File: src/rtl/flag_cond_pkg.sv
// -----------------------------------------------------------------------------
// flag_cond_pkg
// Shared types for the flag / condition unit and the conditional-move logic:
//   - cond_e   : the 16 branch/jump condition codes
//   - flags_t  : architectural flag word, packed {o,c,s,z} (bit 3 .. bit 0)
//   - FLAG_*   : bit positions of each flag inside the 4-bit flag register
//   - state_t  : decision-holding FSM states
// -----------------------------------------------------------------------------
package flag_cond_pkg;

  localparam int FLAG_O = 3;
  localparam int FLAG_C = 2;
  localparam int FLAG_S = 1;
  localparam int FLAG_Z = 0;

  typedef enum logic [3:0] {
    COND_AL = 4'd0,   // always
    COND_Z  = 4'd1,   // Z
    COND_NZ = 4'd2,   // !Z
    COND_C  = 4'd3,   // C
    COND_NC = 4'd4,   // !C
    COND_S  = 4'd5,   // S
    COND_NS = 4'd6,   // !S
    COND_O  = 4'd7,   // O
    COND_NO = 4'd8,   // !O
    COND_LT = 4'd9,   // signed less than
    COND_GE = 4'd10,  // signed greater or equal
    COND_LE = 4'd11,  // signed less or equal
    COND_GT = 4'd12,  // signed greater than
    COND_HI = 4'd13,  // C & !Z
    COND_LS = 4'd14,  // !C | Z
    COND_NV = 4'd15   // never
  } cond_e;

  // Field order matches the FLAG_* bit positions, so a 4-bit flag word can
  // be cast straight to this struct.
  typedef struct packed {
    logic o;
    logic c;
    logic s;
    logic z;
  } flags_t;

  typedef enum logic {
    ST_EMPTY = 1'b0,
    ST_FULL  = 1'b1
  } state_t;

endpackage

File: src/rtl/flag_cond_if.sv
// -----------------------------------------------------------------------------
// flag_cond_if
// Request / decision handshake between the execute stage, the flag/condition
// unit and the fetch stage.
//   cond_valid/cond_code/cond_target -> request, cond_ready <- acceptance
//   jump_valid/jump_taken/jump_target -> decision, jump_ready <- consumption
// Modports:
//   slave  : the flag/condition unit
//   master : the requester / decision consumer (execute + fetch side)
// -----------------------------------------------------------------------------
interface flag_cond_if #(
  parameter int ADDR_BITS = 16,
  parameter int COND_BITS = 4
);

  logic                 cond_valid;
  logic [COND_BITS-1:0] cond_code;
  logic [ADDR_BITS-1:0] cond_target;
  logic                 cond_ready;

  logic                 jump_valid;
  logic                 jump_taken;
  logic [ADDR_BITS-1:0] jump_target;
  logic                 jump_ready;

  modport slave (
    input  cond_valid,
    input  cond_code,
    input  cond_target,
    output cond_ready,
    output jump_valid,
    output jump_taken,
    output jump_target,
    input  jump_ready
  );

  modport master (
    output cond_valid,
    output cond_code,
    output cond_target,
    input  cond_ready,
    input  jump_valid,
    input  jump_taken,
    input  jump_target,
    output jump_ready
  );

endinterface

File: src/rtl/flag_cond_eval.sv
// -----------------------------------------------------------------------------
// flag_cond_eval
// Purely combinational condition evaluator, shared with the conditional-move
// logic.
// Ports:
//   flags : flag word to test (flags_t {o,c,s,z})
//   code  : condition code (cond_e)
//   taken : 1 when the condition holds for the given flags
// -----------------------------------------------------------------------------
module flag_cond_eval
  import flag_cond_pkg::*;
(
  input  flags_t flags,
  input  cond_e  code,
  output logic   taken
);

  logic lt;   // signed less-than: sign differs from the true sign when O set
  logic le;

  assign lt = flags.s ^ flags.o;
  assign le = lt | flags.z;

  always_comb begin
    taken = 1'b0;
    case (code)
      COND_AL: taken = 1'b1;
      COND_Z:  taken = flags.z;
      COND_NZ: taken = ~flags.z;
      COND_C:  taken = flags.c;
      COND_NC: taken = ~flags.c;
      COND_S:  taken = flags.s;
      COND_NS: taken = ~flags.s;
      COND_O:  taken = flags.o;
      COND_NO: taken = ~flags.o;
      COND_LT: taken = lt;
      COND_GE: taken = ~lt;
      COND_LE: taken = le;
      COND_GT: taken = ~le;
      COND_HI: taken = flags.c & ~flags.z;
      COND_LS: taken = ~flags.c | flags.z;
      COND_NV: taken = 1'b0;
      default: taken = 1'b0;
    endcase
  end

endmodule

File: src/rtl/flag_cond_unit.sv
// -----------------------------------------------------------------------------
// flag_cond_unit
// Consumer end of the ALU flag interface. Latches O/C/S/Z into the
// architectural flag register, evaluates condition codes against the flags and
// hands a registered taken/target decision to fetch over valid/ready.
//
// Ports:
//   clk, reset         : clock, synchronous active-high reset
//   alu_o/c/s/z        : ALU flags
//   flag_we            : load alu_* into the flag register
//   flag_save          : (FLAG_SHADOW_EN) copy flags into the shadow register
//   flag_restore       : (FLAG_SHADOW_EN) copy the shadow into the flags
//   bus (slave)        : request (cond_*) and decision (jump_*) handshake
//   flags              : current flag register {O,C,S,Z}
//
// Build option: define FLAG_SHADOW_EN to add the shadow flag register with
// its save/restore controls.
//
// Decision path: a request accepted in cycle N is evaluated against the
// flags as they will be after cycle N's update (bypass), and the decision is
// on jump_* from cycle N+1. A held decision is replaced in the same cycle it
// is consumed, giving one decision per cycle under continuous traffic.
// -----------------------------------------------------------------------------
module flag_cond_unit
  import flag_cond_pkg::*;
#(
  parameter int ADDR_BITS = 16,
  parameter int COND_BITS = 4
)
(
  input  logic        clk,
  input  logic        reset,
  input  logic        alu_o,
  input  logic        alu_c,
  input  logic        alu_s,
  input  logic        alu_z,
  input  logic        flag_we,
`ifdef FLAG_SHADOW_EN
  input  logic        flag_save,
  input  logic        flag_restore,
`endif
  flag_cond_if.slave  bus,
  output logic [3:0]  flags
);

  logic [3:0]           alu_flags;
  logic [3:0]           flags_reg;
  logic [3:0]           flags_next;
  flags_t               eval_flags;
  logic [COND_BITS-1:0] code_raw;
  cond_e                code;
  logic                 taken_eval;
  logic                 cond_ready_int;
  logic                 accept;

  state_t               state_reg;
  logic                 jump_valid_reg;
  logic                 jump_taken_reg;
  logic [ADDR_BITS-1:0] jump_target_reg;

  always_comb begin
    alu_flags         = '0;
    alu_flags[FLAG_O] = alu_o;
    alu_flags[FLAG_C] = alu_c;
    alu_flags[FLAG_S] = alu_s;
    alu_flags[FLAG_Z] = alu_z;
  end

  // ---------------------------------------------------------------------------
  // Flag register (and optional shadow). flags_next is also the bypass value
  // used to evaluate a request accepted in the same cycle.
  // ---------------------------------------------------------------------------
`ifdef FLAG_SHADOW_EN
  logic [3:0] shadow_reg;
  logic [3:0] shadow_next;

  always_comb begin
    flags_next = flags_reg;
    if (flag_restore) begin
      flags_next = shadow_reg;
    end else if (flag_we) begin
      flags_next = alu_flags;
    end
    // Save captures the pre-update flags, so save+restore swaps the two.
    shadow_next = flag_save ? flags_reg : shadow_reg;
  end

  always_ff @(posedge clk) begin
    if (reset) begin
      flags_reg  <= '0;
      shadow_reg <= '0;
    end else begin
      flags_reg  <= flags_next;
      shadow_reg <= shadow_next;
    end
  end
`else
  always_comb begin
    flags_next = flag_we ? alu_flags : flags_reg;
  end

  always_ff @(posedge clk) begin
    if (reset) begin
      flags_reg <= '0;
    end else begin
      flags_reg <= flags_next;
    end
  end
`endif

  assign flags = flags_reg;

  // ---------------------------------------------------------------------------
  // Condition evaluation
  // ---------------------------------------------------------------------------
  assign eval_flags = flags_t'(flags_next);
  assign code_raw   = bus.cond_code;
  assign code       = cond_e'(code_raw);

  flag_cond_eval u_eval (
    .flags (eval_flags),
    .code  (code),
    .taken (taken_eval)
  );

  // ---------------------------------------------------------------------------
  // Decision-holding FSM. Ready depends only on state and jump_ready so the
  // requester never sees a combinational loop through cond_valid.
  // ---------------------------------------------------------------------------
  assign cond_ready_int = (state_reg == ST_EMPTY) | bus.jump_ready;
  assign accept         = bus.cond_valid & cond_ready_int;

  always_ff @(posedge clk) begin
    if (reset) begin
      state_reg       <= ST_EMPTY;
      jump_valid_reg  <= 1'b0;
      jump_taken_reg  <= 1'b0;
      jump_target_reg <= '0;
    end else begin
      case (state_reg)
        ST_EMPTY: begin
          if (accept) begin
            state_reg       <= ST_FULL;
            jump_valid_reg  <= 1'b1;
            jump_taken_reg  <= taken_eval;
            jump_target_reg <= bus.cond_target;
          end
        end
        ST_FULL: begin
          if (bus.jump_ready) begin
            if (accept) begin
              // Held decision consumed and replaced in the same cycle.
              jump_taken_reg  <= taken_eval;
              jump_target_reg <= bus.cond_target;
            end else begin
              state_reg      <= ST_EMPTY;
              jump_valid_reg <= 1'b0;
            end
          end
        end
        default: begin
          state_reg      <= ST_EMPTY;
          jump_valid_reg <= 1'b0;
        end
      endcase
    end
  end

  assign bus.cond_ready  = cond_ready_int;
  assign bus.jump_valid  = jump_valid_reg;
  assign bus.jump_taken  = jump_taken_reg;
  assign bus.jump_target = jump_target_reg;

endmodule

File: src/flat_wrapper.sv
// flat-port wrapper written by rule: the top's interface ports become plain ports
module flag_cond_unit_flat import flag_cond_pkg::*;
#(
  parameter int ADDR_BITS = 16,
  parameter int COND_BITS = 4
)
  (clk, reset, alu_o, alu_c, alu_s, alu_z, flag_we, flags, bus_cond_valid, bus_cond_code, bus_cond_target, bus_cond_ready, bus_jump_valid, bus_jump_taken, bus_jump_target, bus_jump_ready);
  flag_cond_if #(.ADDR_BITS(ADDR_BITS), .COND_BITS(COND_BITS)) bus_i ();
  input  logic clk;
  input  logic reset;
  input  logic alu_o;
  input  logic alu_c;
  input  logic alu_s;
  input  logic alu_z;
  input  logic flag_we;
  output logic [3:0] flags;
  input wire logic [$bits(bus_i.cond_valid)-1:0] bus_cond_valid;
  input wire logic [$bits(bus_i.cond_code)-1:0] bus_cond_code;
  input wire logic [$bits(bus_i.cond_target)-1:0] bus_cond_target;
  output wire logic [$bits(bus_i.cond_ready)-1:0] bus_cond_ready;
  output wire logic [$bits(bus_i.jump_valid)-1:0] bus_jump_valid;
  output wire logic [$bits(bus_i.jump_taken)-1:0] bus_jump_taken;
  output wire logic [$bits(bus_i.jump_target)-1:0] bus_jump_target;
  input wire logic [$bits(bus_i.jump_ready)-1:0] bus_jump_ready;
  assign bus_i.cond_valid = bus_cond_valid;
  assign bus_i.cond_code = bus_cond_code;
  assign bus_i.cond_target = bus_cond_target;
  assign bus_cond_ready = bus_i.cond_ready;
  assign bus_jump_valid = bus_i.jump_valid;
  assign bus_jump_taken = bus_i.jump_taken;
  assign bus_jump_target = bus_i.jump_target;
  assign bus_i.jump_ready = bus_jump_ready;
  flag_cond_unit #(.ADDR_BITS(ADDR_BITS), .COND_BITS(COND_BITS)) u_core (.clk(clk), .reset(reset), .alu_o(alu_o), .alu_c(alu_c), .alu_s(alu_s), .alu_z(alu_z), .flag_we(flag_we), .bus(bus_i), .flags(flags));
endmodule
File: config.mk
export PLATFORM = sky130hd
export DESIGN_NAME = flag_cond_unit_flat
export DESIGN_NICKNAME = d
export VERILOG_FILES = /design/src/rtl/flag_cond_pkg.sv /design/src/rtl/flag_cond_if.sv /design/src/rtl/flag_cond_eval.sv /design/src/rtl/flag_cond_unit.sv /design/src/flat_wrapper.sv
export SDC_FILE = /design/constraint.sdc
export NUM_CORES = 1
export LEC_CHECK = 0
export CAP_MARGIN = 10
export CELL_PAD_IN_SITES_DETAIL_PLACEMENT = 1
export CELL_PAD_IN_SITES_GLOBAL_PLACEMENT = 1
export CORE_MARGIN = 3
export CORE_UTILIZATION = 27
export DETAILED_ROUTE_END_ITERATION = 10
export PLACE_DENSITY = 0.83
export SYNTH_ARGS = -nofsm -noshare
export SYNTH_HDL_FRONTEND = slang
export SYNTH_SLANG_ARGS = --single-unit
File: constraint.sdc
create_clock -name clk -period 2.23 [get_ports clk]
set_input_delay 0.446 -clock clk [delete_from_list [all_inputs] [get_ports clk]]
set_output_delay 0.446 -clock clk [all_outputs]
set_load 0.03 [all_outputs]
==> qor.yml, run 1 <==
power.switching_w: 0.0002982
critPathRequiredTime_ns: 2.38
busiest_layer: "met2"
fillers: 467
grt_max_degree: 24
synth_flop_cell: "dfxtp_1"
finalNonFillerCells: 242
ys_seq_area_share_pct: 42.89
synth_seq_cells: 23
r2r-end: "u_core.bus.jump_taken"
avgSynthCellArea_um2: 7.836
cts_made_buffers: 3
track_usage_pct: 14.03
clk_latency_ns: 0.26
drv_slew: 0
multi_input_area_um2: 559.3
fmax_mhz: 500.8
path_max_fanout: 7
avgRoutedWirePerCell_um: 13.97
globalRouteMet3Util_pct: 5.394
coreArea_um2: 3744
grt_first_pass_wirelength_um: 5582
largest_reg_flops: 16
synth_fp_nets: 166
crit_start: "flag_we"
critPathArrivalTime_ns: 2.15
placed_cells: 238
die-area_um2: 4769
synth_cells: 137
clk_pin_slew_worst_paths_ns: 0.09
p_leak_nw: 0.6665
synth_edf_count: 0
worst_slack_ns: 0.2330
grtUsageMet2_pct: 24.68
portBuffers: 51
finish.utilization_pct: 46.26
postCtsSetupBuffers: 0
grt_use_met1_pct: 16.98
critPathLaunchType: "primary input"
ir_drop_mv: 0.4068
syn_to_final_growth_pct: 61.31
drt_iter0_markers: 36
seqCellArea_um2: 460.4
cts_tree: "done"
post-dp-hpwl_um: 2642
final_nets: 224
cts_root_buf: "clkbuf_8"
setup.worst_path.end: "u_core.bus.jump_taken"
die_x_um: 69.06
viasPerCell: 4.847
worst-r2r-setup-slack_ns: 0.70
min_period_over_period_pct: 89.55
clock_power_share_pct: 27.2
rows: 22
globalplace.congestion: 0.7992
setup_viol: 0
power_frac_comb_pct: 27.2
finalSetupTns_ns: 0
reg2reg_from: "u_core.flags[3]"
synth_async_sr_flop_share_pct: 0
n_antenna_cell: 0
path_class: "primary input to flip-flop"
antenna_found_initial: 0
rsz0062_at_grt: "false"
hold_viol_final: 0
reg2reg_depth: 5
internal-power_w: 0.0006950
drtAntennaViolNets: 0
routed_wl_um: 3380
min_path_type: "flip-flop to flip-flop"
end_kind: "flip-flop"
worst_pin_slew_ns: 0.3425
firstDrtPassIters: 4
slew_headroom_pct: 76.51
htree_levels: 1
syn_area_um2: 1074
drv_cap: 0
post_route_cells_drive_above_1_share_pct: 7.732
vias: 1173
io_pins: 52
cts.sinks: 23
yosysWarnings: 0
finClkSkew_ns: 0.001597
grt_pass1_vias: 1143
p_per_area_nw_per_um2: 573.6
post-route-min-period_ns: 1.997
switching_share_pct: 30.03
overflow: 0
finalPower_w: 0.0009932
synth_cell_types: 30
fp.dieH_um: 69.06
start_util_pct: 28.68
outcome: "complete, no violations"
post-place-ws_ns: -0.05282
cts.path.max_buffers: 2
seqPwrFrac_pct: 45.6
post-route-drc-count: 0
## metal layers
metal / up-vias / share of wire [%]
met1: 559 / 41
met2: 31 / 51
li1: 583 / -
met3: 0 / 7.1
met4: 0 / 0
met5: - / 0
## worst min path at each step
stage / from / end / cells past startpoint
3_5_place_dp: u_core.bus.jump_target[3] / u_core.bus.jump_target[3] / 2
6_report: u_core.bus.jump_target[2] / u_core.bus.jump_target[2] / 2
2_1_floorplan: u_core.state_reg / u_core.bus.jump_valid / 1
3_3_place_gp: u_core.bus.jump_target[13] / u_core.bus.jump_target[13] / 2
5_1_grt: u_core.bus.jump_target[8] / u_core.bus.jump_target[8] / 2
4_1_cts: u_core.bus.jump_target[2] / u_core.bus.jump_target[2] / 2
## cell usage in the layout (no fill, tap or decap)
cell	synthesis	layout
nor3b_1	2	2
nand2_1	38	38
nor4_1	2	2
dlymetal6s2s_1	0	1
nor2b_1	1	1
a32oi_1	2	2
clkbuf_8	0	3
nor3_1	2	2
a311oi_1	2	2
nand2b_1	1	1
nand3_1	1	1
mux4_1	1	1
inv_1	4	4
or3_1	2	2
buf_4	2	10
nor2_1	10	10
and3b_1	2	2
o21ai_0	1	1
o41ai_1	1	1
a21oi_1	20	20
or3b_2	1	1
a31oi_1	2	2
a21o_1	1	1
o211ai_1	1	1
dfxtp_1	23	23
and2_1	1	1
nor4b_1	1	1
mux2i_1	5	5
xnor2_1	2	2
clkinvlp_4	0	1
clkdlybuf4s50_1	0	50
## cell usage after synthesis (all sizes together) (2+ instances only)
master,instances,share of area [%]
or3,2,1.2
and3b,2,1.6
nor3b,2,1.4
a31oi,2,1.2
nor4,2,1.2
nor3,2,0.93
a21oi,20,9.3
inv,4,1.4
a311oi,2,1.6
xnor2,2,1.6
mux2i,5,4.7
nand2,38,13
buf,4,2.2
nor2,10,3.5
dfxtp,23,43
a32oi,2,1.6
clkbuf,4,1.4
## logic make-up (layout without fill, tap and decap cells)
kind of cell	Yosys count	after routing	synth area share (%)
DFF	23	23	42.89
xor gates and xnor gates	2	2	1.632
AOI/OAI and AO/OA	30	30	16.43
muxes	6	6	7.110
buffers and inverters	12	69	5.010
and+or+nand+nor	64	64	26.92
## critical path, stage by stage
cell and delay [ns]:
clkdlybuf4s50_1 0.62, mux4_1 0.58, nand3_1 0.09, a31oi_1 0.09, nor4_1 0.19, a311oi_1 0.12
## per-stage QoR
| step | cell area (um2) | hold slack (ns) |
|---|---|---|
| 3_5_place_dp | 1680 | 0.4529 |
| 2_1_floorplan | 1074 | 0.4449 |
| 6_report | 1732 | 0.4626 |
| 5_1_grt | 1732 | 0.4924 |
| 4_1_cts | 1729 | 0.4658 |
| 3_3_place_gp | 1680 | 0.4428 |
## power groups by stage
| stage | clock [W] | sequential, W | combinational [W] |
|---|---|---|---|
| floorplan | 0 | 0.000508 | 0.0000856 |
| global placement | 0 | 0.000461 | 0.000265 |
| detailed placement | 0 | 0.000463 | 0.000272 |
| CTS | 0.000280 | 0.000454 | 0.000273 |
| global route | 0.000295 | 0.000457 | 0.000294 |
| finish | 0.000270 | 0.000453 | 0.000270 |
## timing repair
| action | CTS | global route |
|---|---|---|
| endpoints found under the hold margin | 0 | 0 |
| hold buffers | 0 | 0 |
| endpoints found under the setup margin | 0 | 1 |
| gates resized for setup | 0 | 1 |
## area by class of cell
cell class,count,share of cell area [%]
Timing Repair Buffer,61,33.96
Multi-Input combinational cell,102,32.30
Sequential cell,23,26.59
Tap cell,48,3.468
Clock buffer,3,2.384
Inverter,4,0.8671
Clock inverter,1,0.4335
Note: power is estimated with default switching activity, not from simulation.
==> inputs of run 2 (changes only) <==
--- a/config.mk
+++ b/config.mk
@@ -8,7 +8,6 @@
 export CAP_MARGIN = 10
 export CELL_PAD_IN_SITES_DETAIL_PLACEMENT = 1
 export CELL_PAD_IN_SITES_GLOBAL_PLACEMENT = 1
-export CORE_MARGIN = 3
 export CORE_UTILIZATION = 27
 export DETAILED_ROUTE_END_ITERATION = 10
 export PLACE_DENSITY = 0.83
==> run 2 against run 1 <==
Net effect: cell count did not move; largest cell class unchanged; final area did not move; power barely moved; sequential power barely moved; non-clock buffer count did not move.
==> qor.yml, run 2 (synthesized netlist as in run 1, its figures left out) <==
outcome: "complete, no violations"
r2r-end: "u_core.bus.jump_taken"
cts_made_buffers: 3  # unchanged
worst_pin_slew_ns: 0.4837  # +0.1412 ns
viasPerCell: 4.876  # +0.60%
cts_root_buf: "clkbuf_8"
post-route-drc-count: 0  # unchanged
setup_viol: 0  # unchanged
critPathArrivalTime_ns: 2.18  # +0.03 ns
grt_max_degree: 17  # -29%
die_x_um: 65.06  # -5.8%
path_max_fanout: 6  # -1
htree_levels: 1  # unchanged
path_class: "primary input to flip-flop"
layout_common_cells: "clkdlybuf4s50_1 (50), nand2_1 (38), dfxtp_1 (23)"
end_kind: "flip-flop"
hp-start: "u_core.bus.jump_target[4]"
io_pins: 52  # unchanged
n_antenna_cell: 0  # unchanged
min_path_cells: 2  # unchanged
slowest_delay_ns: 0.61  # about the same
critPathBufInv: 2  # +1
min_period_over_period_pct: 90.10  # +0.55 points
antenna_found_initial: 0  # unchanged
cts_tree: "done"
vias: 1180  # +0.60%
overflow: 0  # unchanged
p_per_area_nw_per_um2: 573.9  # about the same
portBuffers: 51  # unchanged
final_nets: 224  # unchanged
fillers: 479  # +2.6%
cts.path.max_buffers: 2  # unchanged
min_path_type: "flip-flop to flip-flop"
largest_reg_flops: 16  # unchanged
start_util_pct: 28.68  # unchanged
critPathRequiredTime_ns: 2.40  # +0.02 ns
critPathLaunchType: "primary input"
crit_start: "flag_we"
worst-r2r-setup-slack_ns: 0.68  # -0.02 ns
crit_chain: "clkdlybuf4s50_1, buf_4, mux2i_1, a32oi_1, a31oi_1, nor4_1, a311oi_1"
post_route_cells_drive_above_1_share_pct: 7.732  # unchanged
drtAntennaViolNets: 0  # unchanged
cts_resized: 0  # unchanged
clk_pin_slew_worst_paths_ns: 0.09  # about the same
fp.dieH_um: 65.06  # -5.8%
cts.sinks: 23  # unchanged
post-route-min-period_ns: 2.009  # +0.01235 ns
drt_iter0_markers: 33  # -8.3%
post-place-ws_ns: -0.06944  # -0.01661 ns
grt_first_pass_wirelength_um: 5575  # -0.13%
placed_cells: 238  # unchanged
syn_to_final_growth_pct: 61.31  # unchanged
routed_wl_um: 3377  # about the same
coreArea_um2: 3744  # unchanged
drv_cap: 0  # unchanged
globalplace.congestion: 0.8265  # +3.4%
track_usage_pct: 17.23  # +3.2 points
die-area_um2: 4232  # -11%
finalNonFillerCells: 242  # unchanged
rows: 22  # unchanged
clk_latency_ns: 0.27  # about the same
firstDrtPassIters: 5  # +1
grt_pass1_vias: 1224  # +7.1%
p_leak_nw: 0.6663  # about the same
finClkSkew_ns: 0.0009134  # -0.0006832 ns
reg2reg_from: "u_core.flags[1]"
hold_viol_final: 0  # unchanged
slew_headroom_pct: 67.65  # -8.9 points
final_common_cell: "clkdlybuf4s50_1"
cts_hold_repair.buffers: 0  # unchanged
rsz0062_at_grt: "false"
crit_path_top_delay_cell: "clkdlybuf4s50_1"
drv_slew: 0  # unchanged
avgRoutedWirePerCell_um: 13.95  # about the same
ir_drop_mv: 0.3748  # -7.9%
worst_slack_ns: 0.2207  # -0.01235 ns
worstHoldEndpoint: "u_core.bus.jump_target[4]"
critPathTopFamily: "buffers and inverters"
fmax_mhz: 497.7  # -0.61%
postCtsSetupBuffers: 0  # unchanged
post-dp-hpwl_um: 2672  # +1.1%
reg2reg_depth: 5  # unchanged
-- run 2: cell counts in the layout (fill, tap and decap cells not counted) --
Identical to the previous run, type by type.
-- run 2: power by group --
| group | switching [W] | internal (W) | leakage (nW) |
|---|---|---|---|
| Clock | 0.000142 | 0.000126 | 0.0217 |
| Sequential | 0.0000163 | 0.000436 | 0.190 |
| Combinational | 0.000140 | 0.000133 | 0.455 |
| Total | 0.000298 | 0.000696 | 0.666 |
-- run 2: area by class of cell --
cell class / instances / area, um2 / area share [%]
clock inverters: 1 / 7.507 / 0.4335
flip-flops and latches: 23 / 460.4 / 26.59
clock buffers: 3 / 41.29 / 2.384
multi-input cells: 102 / 559.3 / 32.30
repair buffers: 61 / 588.1 / 33.96
inverters: 4 / 15.01 / 0.8671
well taps: 48 / 60.06 / 3.468
-- run 2: tightest hold or removal path, stage by stage, from the launching register on --
cell     delay [ns]
dfxtp_1        0.32
nand2_1        0.05
a21oi_1        0.05
-- run 2: metrics by stage --
step	TNS [ns]	hold WS, ns	power [W]	area (um2)	utilization [%]
2_1_floorplan	0	0.4449	0.0005934	1074	-
6_report	0	0.4596	0.0009939	1732	46.26
5_1_grt	0	0.4832	0.001045	1732	46.26
3_3_place_gp	0	0.4419	0.0007253	1680	44.89
3_5_place_dp	-0.06944	0.4503	0.0007360	1680	44.89
4_1_cts	0	0.4661	0.001008	1729	46.19
-- run 2: worst max-delay path by stage --
stage                     depth (start not counted)               endpoint  slack (ns)
after floorplan                                   6  u_core.bus.jump_taken        0.54
after global placement                            6  u_core.bus.jump_taken        0.02
after detailed placement                          7  u_core.bus.jump_taken       -0.07
after CTS                                         3         bus_cond_ready        0.04
after global routing                              7  u_core.bus.jump_taken        0.05
final                                             7  u_core.bus.jump_taken        0.22
-- run 2: metal layers --
metal | GRT usage (%) | vias to the layer above | share of wire, %
li1 | - | 582 | -
met1 | 18.93 | 555 | 43
met2 | 31.51 | 37 | 50
met3 | 4.930 | 6 | 6.0
met4 | 5.435 | 0 | 1.4
met5 | 0 | - | 0
